<file path="src/rtl/mem_arbiter.sv">
// Shares one fixed-latency word SRAM between instruction fetch and data load/store; data port wins.
// Optional stall/conflict statistics counters are enabled with `define ARB_STATS_EN.
module mem_arbiter #(
  parameter int unsigned WAIT_CYCLES = 2,
  parameter int unsigned ADDR_W      = 16
) (
  input  logic              clk,
  input  logic              rst,
  input  logic              i_req,
  input  logic [31:0]       i_addr,
  output logic [31:0]       i_rdata,
  output logic              i_ready,
  input  logic              d_read,
  input  logic              d_write,
  input  logic [31:0]       d_addr,
  input  logic [31:0]       d_wdata,
  output logic [31:0]       d_rdata,
  output logic              d_ready,
  output logic              stall,
`ifdef ARB_STATS_EN
  output logic [31:0]       stall_cnt,
  output logic [31:0]       conflict_cnt,
`endif
  output logic              sram_en,
  output logic              sram_we,
  output logic [ADDR_W-1:0] sram_addr,
  output logic [31:0]       sram_wdata,
  input  logic [31:0]       sram_rdata
);

  typedef enum logic [1:0] {IDLE, ACCESS, DONE} state_e;
  typedef enum logic {OWN_DATA, OWN_INSTR} owner_e;

  state_e            state_q, state_d;
  owner_e            owner_q, owner_d;
  logic [3:0]        cnt_q, cnt_d;
  logic [ADDR_W-1:0] addr_q, addr_d;
  logic [31:0]       wdata_q, wdata_d;
  logic              we_q, we_d;
  logic [31:0]       i_rdata_q, i_rdata_d;
  logic [31:0]       d_rdata_q, d_rdata_d;
  logic              d_req;

  // Only the word-address slice of the byte addresses reaches the SRAM.
  logic unused_addr_bits;
  assign unused_addr_bits = ^{i_addr[31:ADDR_W+2], i_addr[1:0],
                              d_addr[31:ADDR_W+2], d_addr[1:0]};

  assign d_req = d_read | d_write;

  always_comb begin
    state_d   = state_q;
    owner_d   = owner_q;
    cnt_d     = cnt_q;
    addr_d    = addr_q;
    wdata_d   = wdata_q;
    we_d      = we_q;
    i_rdata_d = i_rdata_q;
    d_rdata_d = d_rdata_q;
    case (state_q)
      IDLE: begin
        if (d_req) begin
          state_d = ACCESS;
          owner_d = OWN_DATA;
          addr_d  = d_addr[ADDR_W+1:2];
          wdata_d = d_wdata;
          we_d    = d_write;
          cnt_d   = '0;
        end else if (i_req) begin
          state_d = ACCESS;
          owner_d = OWN_INSTR;
          addr_d  = i_addr[ADDR_W+1:2];
          we_d    = 1'b0;
          cnt_d   = '0;
        end
      end
      ACCESS: begin
        cnt_d = cnt_q + 4'd1;
        if (cnt_q == 4'(WAIT_CYCLES)) begin
          state_d = DONE;
          if (owner_q == OWN_INSTR) begin
            i_rdata_d = sram_rdata;
          end else if (!we_q) begin
            d_rdata_d = sram_rdata;
          end
        end
      end
      DONE:    state_d = IDLE;
      default: state_d = IDLE;
    endcase
  end

  always_ff @(posedge clk) begin
    if (rst) begin
      state_q   <= IDLE;
      owner_q   <= OWN_DATA;
      cnt_q     <= '0;
      addr_q    <= '0;
      wdata_q   <= '0;
      we_q      <= 1'b0;
      i_rdata_q <= '0;
      d_rdata_q <= '0;
    end else begin
      state_q   <= state_d;
      owner_q   <= owner_d;
      cnt_q     <= cnt_d;
      addr_q    <= addr_d;
      wdata_q   <= wdata_d;
      we_q      <= we_d;
      i_rdata_q <= i_rdata_d;
      d_rdata_q <= d_rdata_d;
    end
  end

  assign sram_en    = (state_q == ACCESS);
  assign sram_we    = sram_en & we_q;
  assign sram_addr  = addr_q;
  assign sram_wdata = wdata_q;
  assign i_ready    = (state_q == DONE) && (owner_q == OWN_INSTR);
  assign d_ready    = (state_q == DONE) && (owner_q == OWN_DATA);
  assign i_rdata    = i_rdata_q;
  assign d_rdata    = d_rdata_q;
  // Drops in the ready cycle so the owning stage can advance.
  assign stall      = (i_req & ~i_ready) | (d_req & ~d_ready);

`ifdef ARB_STATS_EN
  logic [31:0] stall_cnt_q, stall_cnt_d;
  logic [31:0] conflict_cnt_q, conflict_cnt_d;

  always_comb begin
    stall_cnt_d    = stall_cnt_q;
    conflict_cnt_d = conflict_cnt_q;
    if (stall && (stall_cnt_q != '1)) begin
      stall_cnt_d = stall_cnt_q + 32'd1;
    end
    if ((state_q == IDLE) && i_req && d_req && (conflict_cnt_q != '1)) begin
      conflict_cnt_d = conflict_cnt_q + 32'd1;
    end
  end

  always_ff @(posedge clk) begin
    if (rst) begin
      stall_cnt_q    <= '0;
      conflict_cnt_q <= '0;
    end else begin
      stall_cnt_q    <= stall_cnt_d;
      conflict_cnt_q <= conflict_cnt_d;
    end
  end

  assign stall_cnt    = stall_cnt_q;
  assign conflict_cnt = conflict_cnt_q;
`endif

endmodule

</file>
<file path="config.mk">
export PLATFORM = sky130hd
export DESIGN_NAME = mem_arbiter
export DESIGN_NICKNAME = d
export VERILOG_FILES = /design/src/rtl/mem_arbiter.sv
export SDC_FILE = /design/constraint.sdc
export NUM_CORES = 1
export LEC_CHECK = 0
export ABC_CLOCK_PERIOD_IN_PS = 1700
export CAP_MARGIN = 15
export CORE_AREA = 2 2 96 98
export CTS_CLUSTER_DIAMETER = 50
export DETAILED_ROUTE_END_ITERATION = 10
export DIE_AREA = 0 0 98 100
export DONT_BUFFER_PORTS = 1
export HOLD_SLACK_MARGIN = 0.1
export MAX_ROUTING_LAYER = met4
export PLACE_DENSITY = 0.74
export RECOVER_POWER = 100
export SLEW_MARGIN = 10
export SYNTH_ARGS = -nofsm -noshare
export SYNTH_HDL_FRONTEND = slang
export SYNTH_SLANG_ARGS = --single-unit
</file>
<file path="constraint.sdc">
create_clock -name clk -period 1.7 [get_ports clk]
set_input_delay 0.17 -clock clk [delete_from_list [all_inputs] [get_ports clk]]
set_output_delay 0.17 -clock clk [all_outputs]
set_load 0.05 [all_outputs]
</file>
== After elaboration in Yosys (flattened, before gate mapping) ==
Cells that the tools add are included.

* Flip-flop bits (word level): 120
* Input port bits: 133
* Output and inout bits: 117

* $add $sub $neg: 1
* Equal/unequal tests: 5
* Muxes and demuxes: 13
* Bitwise logic cells: 9
* Reduce and logical (&&, ||, !) cells: 11

{| class="wikitable"
|+ Operator list
! operator !! count
|-
| $mux 16 || 2
|-
| $mux 4 || 2
|-
| $pmux 4 s2 || 1
|-
| $reduce_and 2->1 || 4
|-
| $mux 2 || 3
|-
| $add 4x1->4 const B || 1
|-
| $eq 4x2->1 const B || 1
|-
| $mux 1 || 4
|-
| $not 1->1 || 4
|-
| $pmux 2 s2 || 1
|-
| $reduce_and 4->1 || 1
|-
| $reduce_bool 2->1 || 2
|-
| $and 1x1->1 || 3
|-
| $ne 3x3->1 const B || 1
|-
| $reduce_and 3->1 || 1
|-
| $eq 2x1->1 const B || 1
|-
| $eq 2x2->1 const B || 1
|-
| $logic_and 1x1->1 || 2
|-
| $logic_not 2->1 || 1
|-
| $ne 2x1->1 const B || 1
|-
| $or 1x1->1 || 2
|}

== Depth between registers and ports, before layout ==
Gate-level depths: netlist of the first run.

* Depth in word-level cells: 5
* Mapped depth: 7
* Mapped depth without buffers: 5

== Worst setup path before layout of the first run ==
No wires, ideal clock.

* Path type: register to output
* From: register state_q[1]
* To: output port stall
* Data arrival time: 2377 ps
* Data required time: 1530 ps
* Slack: -847 ps
* Cell stages (with the launch flop): 4
* Buffers on the path: 1
* Cell sequence: dfxtp_1 > buf_6 > nor3b_1 > o22ai_1

* Cells in the longest elaborated chain, start to end: 5
* Elaborated cells between the ends (all ways): 8

{| class="wikitable"
|+ RTL lines
! item !! line !! RTL
|-
| start, declared || 34 || <nowiki>state_e state_q, state_d;</nowiki>
|-
| start signal, assigned || 104 || <nowiki>state_q <= state_d;</nowiki>
|-
| $eq 2x2->1 || 120 || <nowiki>assign d_ready = (state_q == DONE) && (owner_q == OWN_DATA);</nowiki>
|-
| $logic_and 1x1->1 || 120 ||
|-
| named net d_ready || 18 || <nowiki>output logic d_ready,</nowiki>
|-
| $not 1->1 || 124 || <nowiki>assign stall = (i_req & ~i_ready) | (d_req & ~d_ready);</nowiki>
|-
| $and 1x1->1 || 124 ||
|-
| $or 1x1->1 || 124 ||
|-
| end, declared || 19 || <nowiki>output logic stall,</nowiki>
|}

The timed path passes the listed nets, and every way through them passes these cells.

==> flow_metrics.env, run 1 <==
export IMPL_worst_ep_arrival_time_ns=2.18
export IMPL_ant_nets=0
export IMPL_yosysSeqAreaShare_pct=47.1
export IMPL_critical_path_class="flop to flop"
export IMPL_wire_per_inst_um=21.9
export IMPL_viasPerCell=6.29
export IMPL_tritoncts="built"
export IMPL_fp_dieW_um=98
export IMPL_route_detailed_drc=0
export IMPL_hold_viol=88
export IMPL_place_congestion=0.776
export IMPL_avgSynthCellArea_um2=8.79
export IMPL_worst_slack_ns=-0.0669
export IMPL_cap_violations=0
export IMPL_routed_wl_um=17900
export IMPL_grt_util_all_layers_pct=33.5
export IMPL_nFillCells=528
export IMPL_finClkSkew_ns=0.0137
export IMPL_fin_setup_tns_ns=-0.173
export IMPL_clk_latency_ns=0.50
export IMPL_synthAdderAreaFrac_pct=0.491
export IMPL_netlist_top_cells_area="dfxtp_1 (47%), a21oi_1 (8.3%), nand2b_1 (8.0%)"
export IMPL_synth_xor_area_share_pct=0
export IMPL_dpl_cell_area_mm2=0.00541
export IMPL_synth_top_area_share_pct=47.1
export IMPL_dp_cells=682
export IMPL_power_leakage_nw=2.36
export IMPL_fin_area_mm2=0.00706
export IMPL_cp_end_kind="flop"
export IMPL_setup_viol=5
export IMPL_fin_nets=829
export IMPL_drt_initial_drc_count=357
export IMPL_numCtsBuffers=17
export IMPL_place_hpwl_um=8310
export IMPL_core_mm2=0.00889
export IMPL_hold_buffers=96
export IMPL_cts_sinks=120
export IMPL_area_growth_pct=38.5
export IMPL_synth_compound_area_share_pct=18.7
export IMPL_fin_cells=819
export IMPL_syn_nets=715
export IMPL_status="finished with violations"
export IMPL_fp_row_count=35
export IMPL_drt_pass1_iterations=5
export IMPL_synthMuxAreaShare_pct=6.28
export IMPL_grt_max_degree=153
export IMPL_power_density_mw_per_mm2=1100
export IMPL_synth_top_family_by_area="simple AND/OR/NAND/NOR gates"
export IMPL_tightest_slew_ns=0.882
export IMPL_max_freq_mhz=566
export IMPL_cts_root_buf="clkbuf_8"
export IMPL_crit_fanout=2
export IMPL_antenna_found_initial=1
export IMPL_initial_core_util_pct=57.4
export IMPL_min_path_type="primary input to flop"
export IMPL_period_share_pct=104
export IMPL_rsz0062_at_grt="yes"
export IMPL_synthSimpleGateAreaFrac_pct=20.9
export IMPL_grt_pass1_wl_um=25800
export IMPL_synth_largest_area_cell="dfxtp_1"
export IMPL_synth_cells=580
export IMPL_holdWs_ns=-0.242
export IMPL_synth_ff_latch_count=120
export IMPL_vias=5151
export IMPL_die_y_um=100
export IMPL_dp_slack_ns=0.0672
export IMPL_crit_required_ns=2.12
export IMPL_slew_violations=0
export IMPL_port_buffers=0
export IMPL_clock_path_buffers=2
export IMPL_die_area_mm2=0.00980
export IMPL_layout_drive_gt1_share_pct=13.0
export IMPL_vdd_ir_drop_worst_uv=827
export IMPL_cts_htree_levels=4
export IMPL_path_clk_slew_ns=0.07
export IMPL_critPathLaunchType="flop"
export IMPL_ys_types=38
export IMPL_failed_checks="negative hold slack, negative setup slack"
export IMPL_slew_headroom_pct=41.2
export IMPL_grt_pass1_vias=5053
export IMPL_synth_cell_area_mm2=0.00510
export IMPL_period_minus_slack_ns=1.77
export IMPL_io_pins=250
export IMPL_yosysWarnings=0
export IMPL_grt_overflow=0
[cell usage after synthesis]
cell	count
dfxtp_1	120
a21oi_1	85
nand2b_1	65
o21ai_0	40
clkbuf_1	35
nand2_1	35
nand3_1	34
mux2i_1	32
nand4_1	32
o21ai_1	27
a311oi_1	16
buf_2	13
buf_6	7
buf_4	4
clkbuf_2	3
nor2_1	3
o21ai_2	3
ha_1	2
inv_1	2
nor3b_1	2
or2_2	2
or3b_2	2
a2111oi_0	1
a211oi_1	1
a31oi_1	1
and2_1	1
and2b_1	1
and3_1	1
and3b_1	1
nor2_2	1
nor2_4	1
nor2b_1	1
nor3_1	1
nor3b_4	1
nor4_1	1
o22ai_1	1
or3_1	1
or4b_4	1
[where the power goes]
group | switching (mW) | internal [mW]
Combinational | 0.581 | 0.322
Sequential | 0.210 | 2.92
Clock | 1.35 | 2.39
[layout make-up]
class | instances | area [um2] | area share, %
antenna | 1 | 2.50 | 0.0354
clock inverter | 14 | 198 | 2.80
inverter | 2 | 7.51 | 0.106
multi-input combinational | 396 | 2450 | 34.8
clock buffer | 18 | 418 | 5.92
tap | 111 | 139 | 1.97
sequential | 120 | 2410 | 34.1
timing repair buffer | 157 | 1430 | 20.3
[layout by cell type (no fill, tap or decap), drive strengths merged, types with 2 or more instances in the layout]
cell,Yosys,layout
ha,2,2
clkinv,0,3
or2,2,2
bufinv,0,4
or3b,2,2
nor2,5,5
nand2b,65,65
dlygate4sd3,0,96
clkbuf,38,52
mux2i,32,32
clkinvlp,0,5
o21ai,70,70
dfxtp,120,120
nand3,34,34
nand4,32,32
a21oi,85,85
nand2,35,35
a311oi,16,16
nor3b,3,3
buf,24,27
inv,2,4
[worst max-delay path, stage by stage (launching register included)]
cell and delay [ns]:
dfxtp_1 0.70, nand2b_1 0.15, dlygate4sd3_1 0.65, mux2i_4 0.18
[worst paths after layout]
kind / startpoint / end / slack [ns] / cells past startpoint
worst max-delay path: i_rdata[26] / i_rdata[26] / -0.07 / 3
worst min-delay path: rst / d_rdata[19] / -0.24 / 1
worst max register to register: i_rdata[26] / i_rdata[26] / -0.07 / 3
worst min register to register: sram_wdata[0] / sram_wdata[0] / 0.48 / 2
[metal layers]
layer  global-route usage [%]  routed length (um)  vias up
li1                         -                   -     2292
met1                     38.0                6610     2423
met2                     54.8                8650      353
met3                     9.05                1740       83
met4                     16.8                 901        0
met5                        -                   0        -
[what timing repair did]
item                                   4_1_cts  5_1_grt
setup buffers                                6        0
resized for setup                            9       19
endpoints found under the hold margin      120       88
setup endpoints to repair                    3       45
pin swaps                                    2        1
cloned                                       0        3
[stage by stage]
step,total power [mW],util [%]
floorplan,3.79,-
global placement,3.92,60.8
detailed placement,3.94,60.8
CTS,7.77,79.4
global route,8.00,79.4
finish,7.77,79.4
[kinds of logic (layout without fill, tap and decap cells)]
logic type | count (synthesis) | after routing
and+or+nand+nor | 187 | 187
AOI/OAI and AO/OA | 175 | 175
DFF | 120 | 120
buffers and inverters | 64 | 191
muxes | 32 | 32
adders and majority gates | 2 | 2
other | 0 | 1
[flip-flops by register name, summed over array words and instances (netlist names)]
register and count:
sram_addr 16, we_q 1, owner_q 1, sram_wdata 32, i_rdata 32, state_q 2, cnt_q 4, d_rdata 32
No activity file was read; power rests on OpenSTA's default activity.
==> run 2, diff against run 1 <==
--- a/config.mk
+++ b/config.mk
@@ -8,6 +8,7 @@
 export ABC_CLOCK_PERIOD_IN_PS = 1700
 export CAP_MARGIN = 15
 export CORE_AREA = 2 2 96 98
+export CTS_BUF_LIST = sky130_fd_sc_hd__clkbuf_4
 export CTS_CLUSTER_DIAMETER = 50
 export DETAILED_ROUTE_END_ITERATION = 10
 export DIE_AREA = 0 0 98 100
==> run 2 against run 1 <==
- the flow still finishes with violations (negative hold slack, negative setup slack)
- register-to-register slack improved by 0.08 ns
- final area fell by 3.8%
- clock skew rose by 0.022 ns
- setup slack improved by 0.041 ns
- hold slack got worse by 0.033 ns
- count of clock-buffer cells in the layout did not move
- critical path depth rose by 2
- power fell by 18%
- sequential share of layout area rose by 1.3 points
- maximum frequency rose by 2.4%
- non-clock buffer count rose by 5
- largest cell class unchanged
==> flow_metrics.env, run 2 (same netlist as run 1, synthesis figures left out) <==
export IMPL_status="finished with violations"
export IMPL_failed_checks="negative hold slack, negative setup slack"
export IMPL_period_share_pct=102
export IMPL_cp_end_kind="output pin"
export IMPL_place_hpwl_um=8310
export IMPL_max_stage_delay_ns=0.34
export IMPL_port_buffers=0
export IMPL_tightest_slew_ns=0.882
export IMPL_r2r_setup_slack_ns=0.01
export IMPL_slew_violations=0
export IMPL_core_mm2=0.00889
export IMPL_power_total_mw=6.41
export IMPL_area_growth_pct=33.3
export IMPL_worst_slack_ns=-0.0259
export IMPL_grt_util_all_layers_pct=33.0
export IMPL_antenna_found_initial=0
export IMPL_nFillCells=573
export IMPL_layout_commonest_cell="dfxtp_1"
export IMPL_vdd_ir_drop_worst_uv=682
export IMPL_min_path_type="primary input to flop"
export IMPL_die_y_um=100
export IMPL_grt_pass1_vias=5077
export IMPL_path_clk_slew_ns=0.14
export IMPL_numCtsBuffers=17
export IMPL_rsz0062_at_grt="yes"
export IMPL_fin_nets=834
export IMPL_period_minus_slack_ns=1.73
export IMPL_fp_dieW_um=98
export IMPL_tritoncts="built"
export IMPL_grt_pass1_wl_um=25200
export IMPL_cts_htree_levels=4
export IMPL_fp_row_count=35
export IMPL_clock_path_buffers=2
export IMPL_place_congestion=0.776
export IMPL_drt_pass1_iterations=7
export IMPL_setup_viol=1
export IMPL_power_leakage_nw=2.32
export IMPL_cts_root_buf="clkbuf_4"
export IMPL_cap_violations=0
export IMPL_holdWs_ns=-0.275
export IMPL_layout_drive_gt1_share_pct=15.9
export IMPL_critPathLaunchType="flop"
export IMPL_wire_per_inst_um=20.2
export IMPL_dp_slack_ns=0.0672
export IMPL_crit_chain="buf_6 > buf_12 > nor3b_4 > o22ai_2 > buf_12"
export IMPL_grt_max_degree=153
export IMPL_worst_ep_arrival_time_ns=1.56
export IMPL_die_area_mm2=0.00980
export IMPL_dp_cells=682
export IMPL_crit_top_cell="buf_12"
export IMPL_hold_buffers=96
export IMPL_finClkSkew_ns=0.0357
export IMPL_crit_required_ns=1.53
export IMPL_ant_nets=0
export IMPL_drt_initial_drc_count=321
export IMPL_crit_fanout=3
export IMPL_grt_overflow=0
export IMPL_cts_sinks=120
export IMPL_viasPerCell=6.17
export IMPL_routed_wl_um=16600
export IMPL_slew_headroom_pct=41.2
export IMPL_clk_latency_ns=0.52
export IMPL_cpMaxStageDelayCell="dfxtp_2"
export IMPL_layout_common_cells="dfxtp_1 (116), dlygate4sd3_1 (96), a21oi_1 (85)"
export IMPL_fin_cells=824
export IMPL_max_freq_mhz=579
export IMPL_route_detailed_drc=0
export IMPL_vias=5086
export IMPL_hold_viol=88
export IMPL_initial_core_util_pct=57.4
export IMPL_io_pins=250
export IMPL_power_density_mw_per_mm2=943
export IMPL_critical_path_class="flop to output pin"
run 2: final timing paths:
check / to / from / cells past startpoint
worst max-delay path: stall / state_q[0] / 5
worst min-delay path: d_rdata[15] / rst / 1
worst max register to register: i_rdata[29] / i_rdata[29] / 3
worst min register to register: sram_wdata[0] / sram_wdata[0] / 2
run 2: final cells by class:
cell class / instances / area, um2 / area share [%]
Multi-Input combinational cell: 396 / 2410 / 35.5
Sequential cell: 120 / 2410 / 35.4
Timing Repair Buffer: 162 / 1490 / 22.0
Clock inverter: 14 / 198 / 2.91
Tap cell: 111 / 139 / 2.04
Clock buffer: 18 / 135 / 1.99
Inverter: 2 / 7.51 / 0.110
Antenna cell: 1 / 2.50 / 0.0368
run 2: where the power goes:
group | switching, mW | internal (mW)
clock network | 1.17 | 1.19
registers | 0.209 | 2.91
logic | 0.577 | 0.348
run 2: timing repair:
item | CTS | global route
cloned | 0 | 1
setup endpoints to repair | 4 | 27
endpoints found under the hold margin | 120 | 88
pin swaps | 2 | 3
buffers inserted | 7 | 6
resized for setup | 11 | 17
run 2: routing by layer:
metal  wire length [um]  share of wire (%)  vias up  global-route usage (%)
li1                   -                  -     2315                       -
met1               6050                 36     2379                    36.3
met2               8460                 51      321                    55.2
met3               1480                8.9       71                    8.36
met4                634                3.8        0                    17.7
met5                  0                  0        -                       -
run 2: through the flow:
stage                     area, um2  utilization [%]  TNS (ns)  hold slack (ns)
after global routing           6790             76.4    -0.772           -0.334
after global placement         5410             60.8         0            0.252
after detailed placement       5410             60.8         0            0.252
final                          6800             76.4   -0.0259           -0.275
after CTS                      6790             76.4   -0.0985           -0.323
after floorplan                5120                -         0            0.306
run 2: critical path, delay by kind of cell (launching register included):
kind	cells	cell delay, ns
flops	1	0.34
compound gates	1	0.11
buf+inv	3	0.39
simple gates	1	0.22
==> run 3, diff against run 2 <==
--- a/config.mk
+++ b/config.mk
@@ -8,7 +8,7 @@
 export ABC_CLOCK_PERIOD_IN_PS = 1700
 export CAP_MARGIN = 15
 export CORE_AREA = 2 2 96 98
-export CTS_BUF_LIST = sky130_fd_sc_hd__clkbuf_4
+export CTS_BUF_LIST = sky130_fd_sc_hd__clkbuf_8
 export CTS_CLUSTER_DIAMETER = 50
 export DETAILED_ROUTE_END_ITERATION = 10
 export DIE_AREA = 0 0 98 100
==> run 3 against run 2 <==
- the flow still finishes with violations (negative hold slack, negative setup slack)
- via count grew 0.33%
- sequential share of layout area grew 0.077 points
- cell count shrank 1.1%
- clock power grew 20%
- critical path type is now flop to flop
==> flow_metrics.env, run 3 (same netlist as run 1, synthesis figures left out) <==
export IMPL_grt_max_degree=153
export IMPL_area_growth_pct=33.1
export IMPL_slew_headroom_pct=41.0
export IMPL_grt_util_met1_pct=37.7
export IMPL_worst_ep_arrival_time_ns=2.10
export IMPL_crit_family="flip-flops"
export IMPL_path_clk_slew_ns=0.09
export IMPL_drt_initial_drc_count=397
export IMPL_route_detailed_drc=0
export IMPL_tritoncts="built"
export IMPL_use_met3_pct=9.54
export IMPL_ant_nets=0
export IMPL_failed_checks="negative hold slack, negative setup slack"
export IMPL_finClkSkew_ns=0.0203
export IMPL_viasPerCell=6.26
export IMPL_slew_violations=0
export IMPL_cts_sinks=120
export IMPL_port_buffers=0
export IMPL_fp_row_count=35
export IMPL_layout_drive_gt1_share_pct=12.6
export IMPL_period_share_pct=106
export IMPL_fin_setup_tns_ns=-0.0964
export IMPL_grt_busiest_layer="met2"
export IMPL_max_freq_mhz=557
export IMPL_hold_viol=88
export IMPL_vdd_ir_drop_worst_uv=777
export IMPL_fin_cells=815
export IMPL_critical_path_class="flop to flop"
export IMPL_drt_pass1_iterations=5
export IMPL_io_pins=250
export IMPL_tightest_slew_ns=0.885
export IMPL_dp_cells=682
export IMPL_dpl_cell_area_mm2=0.00541
export IMPL_min_path_type="primary input to flop"
export IMPL_n_antenna_cell=0
export IMPL_layout_commonest_cell="dfxtp_1"
export IMPL_routed_wl_um=17800
export IMPL_cap_violations=0
export IMPL_clock_path_buffers=2
export IMPL_vias=5103
export IMPL_layout_common_cells="dfxtp_1 (115), dlygate4sd3_1 (96), a21oi_1 (85)"
export IMPL_grt_pass1_wl_um=25800
export IMPL_critPathLaunchType="flop"
export IMPL_fp_dieW_um=98
export IMPL_power_leakage_nw=2.25
export IMPL_cpMaxStageDelayCell="dfxtp_1"
export IMPL_grt_pass1_vias=4983
export IMPL_crit_chain="nand2b_1 > dlygate4sd3_1 > mux2i_1"
export IMPL_cts_root_buf="clkbuf_8"
export IMPL_antenna_found_initial=0
export IMPL_die_y_um=100
export IMPL_cts_htree_levels=4
export IMPL_grt_util_met2_pct=55.4
export IMPL_die_area_mm2=0.00980
export IMPL_cp_end_kind="flop"
export IMPL_max_stage_delay_ns=0.70
export IMPL_place_hpwl_um=8310
export IMPL_grt_overflow=0
export IMPL_fin_area_mm2=0.00678
export IMPL_place_congestion=0.776
export IMPL_nFillCells=578
export IMPL_r2r_setup_slack_ns=-0.09
export IMPL_core_mm2=0.00889
export IMPL_wire_per_inst_um=21.8
export IMPL_grt_util_all_layers_pct=33.8
export IMPL_fin_nets=826
export IMPL_numCtsBuffers=17
export IMPL_holdWs_ns=-0.179
export IMPL_period_minus_slack_ns=1.79
export IMPL_crit_buf_inv=1
export IMPL_setup_viol=2
export IMPL_crit_fanout=2
export IMPL_initial_core_util_pct=57.4
export IMPL_crit_required_ns=2.01
export IMPL_clk_latency_ns=0.42
export IMPL_power_density_mw_per_mm2=1010
export IMPL_final_util_pct=76.3
export IMPL_hold_buffers=96
export IMPL_worst_slack_ns=-0.0941
export IMPL_status="finished with violations"
-- run 3: stage by stage --
step                      worst slack, ns  total power [mW]
after floorplan                    0.0394              3.79
after global placement              0.127              3.92
after detailed placement           0.0672              3.94
after CTS                         0.00341              6.83
after global routing              -0.0971              7.05
final                             -0.0941              6.86
-- run 3: layer usage --
metal	up-vias	wire (um)
met4	0	802
met5	-	0
met3	72	1820
met2	355	8590
li1	2283	-
met1	2393	6550
-- run 3: where the power goes --
part           switching (mW)  internal, mW  total [mW]
Clock                    1.24          1.60        2.84
Sequential              0.207          2.91        3.12
Combinational           0.582         0.316       0.897
Total                    2.03          4.83        6.86
-- run 3: timing repair --
item / in CTS / in global routing
buffers inserted: 0 / 4
setup endpoints to repair: 1 / 30
gates resized for setup: 2 / 19
hold endpoints to repair: 120 / 88
cloned: 0 / 1
-- run 3: worst reg2reg max path: stages, from the launching register on --
cell           delay, ns
dfxtp_1             0.70
nand2b_1            0.15
dlygate4sd3_1       0.62
mux2i_1             0.23
-- run 3: cell type report --
cell class | count | area, um2 | area share (%)
Clock buffer | 17 | 234 | 3.45
Inverter | 2 | 7.51 | 0.111
Timing Repair Buffer | 154 | 1340 | 19.8
Clock inverter | 15 | 201 | 2.97
Multi-Input combinational cell | 396 | 2450 | 36.2
Tap cell | 111 | 139 | 2.05
Sequential cell | 120 | 2410 | 35.5
-- run 3: path summary, 6_finish.rpt --
| path | start | to | depth (start not counted) |
|---|---|---|---|
| max reg2reg | i_rdata[24] | i_rdata[24] | 3 |
| min reg2reg | sram_wdata[0] | sram_wdata[0] | 2 |
| max | i_rdata[24] | i_rdata[24] | 3 |
| min | rst | d_rdata[17] | 1 |
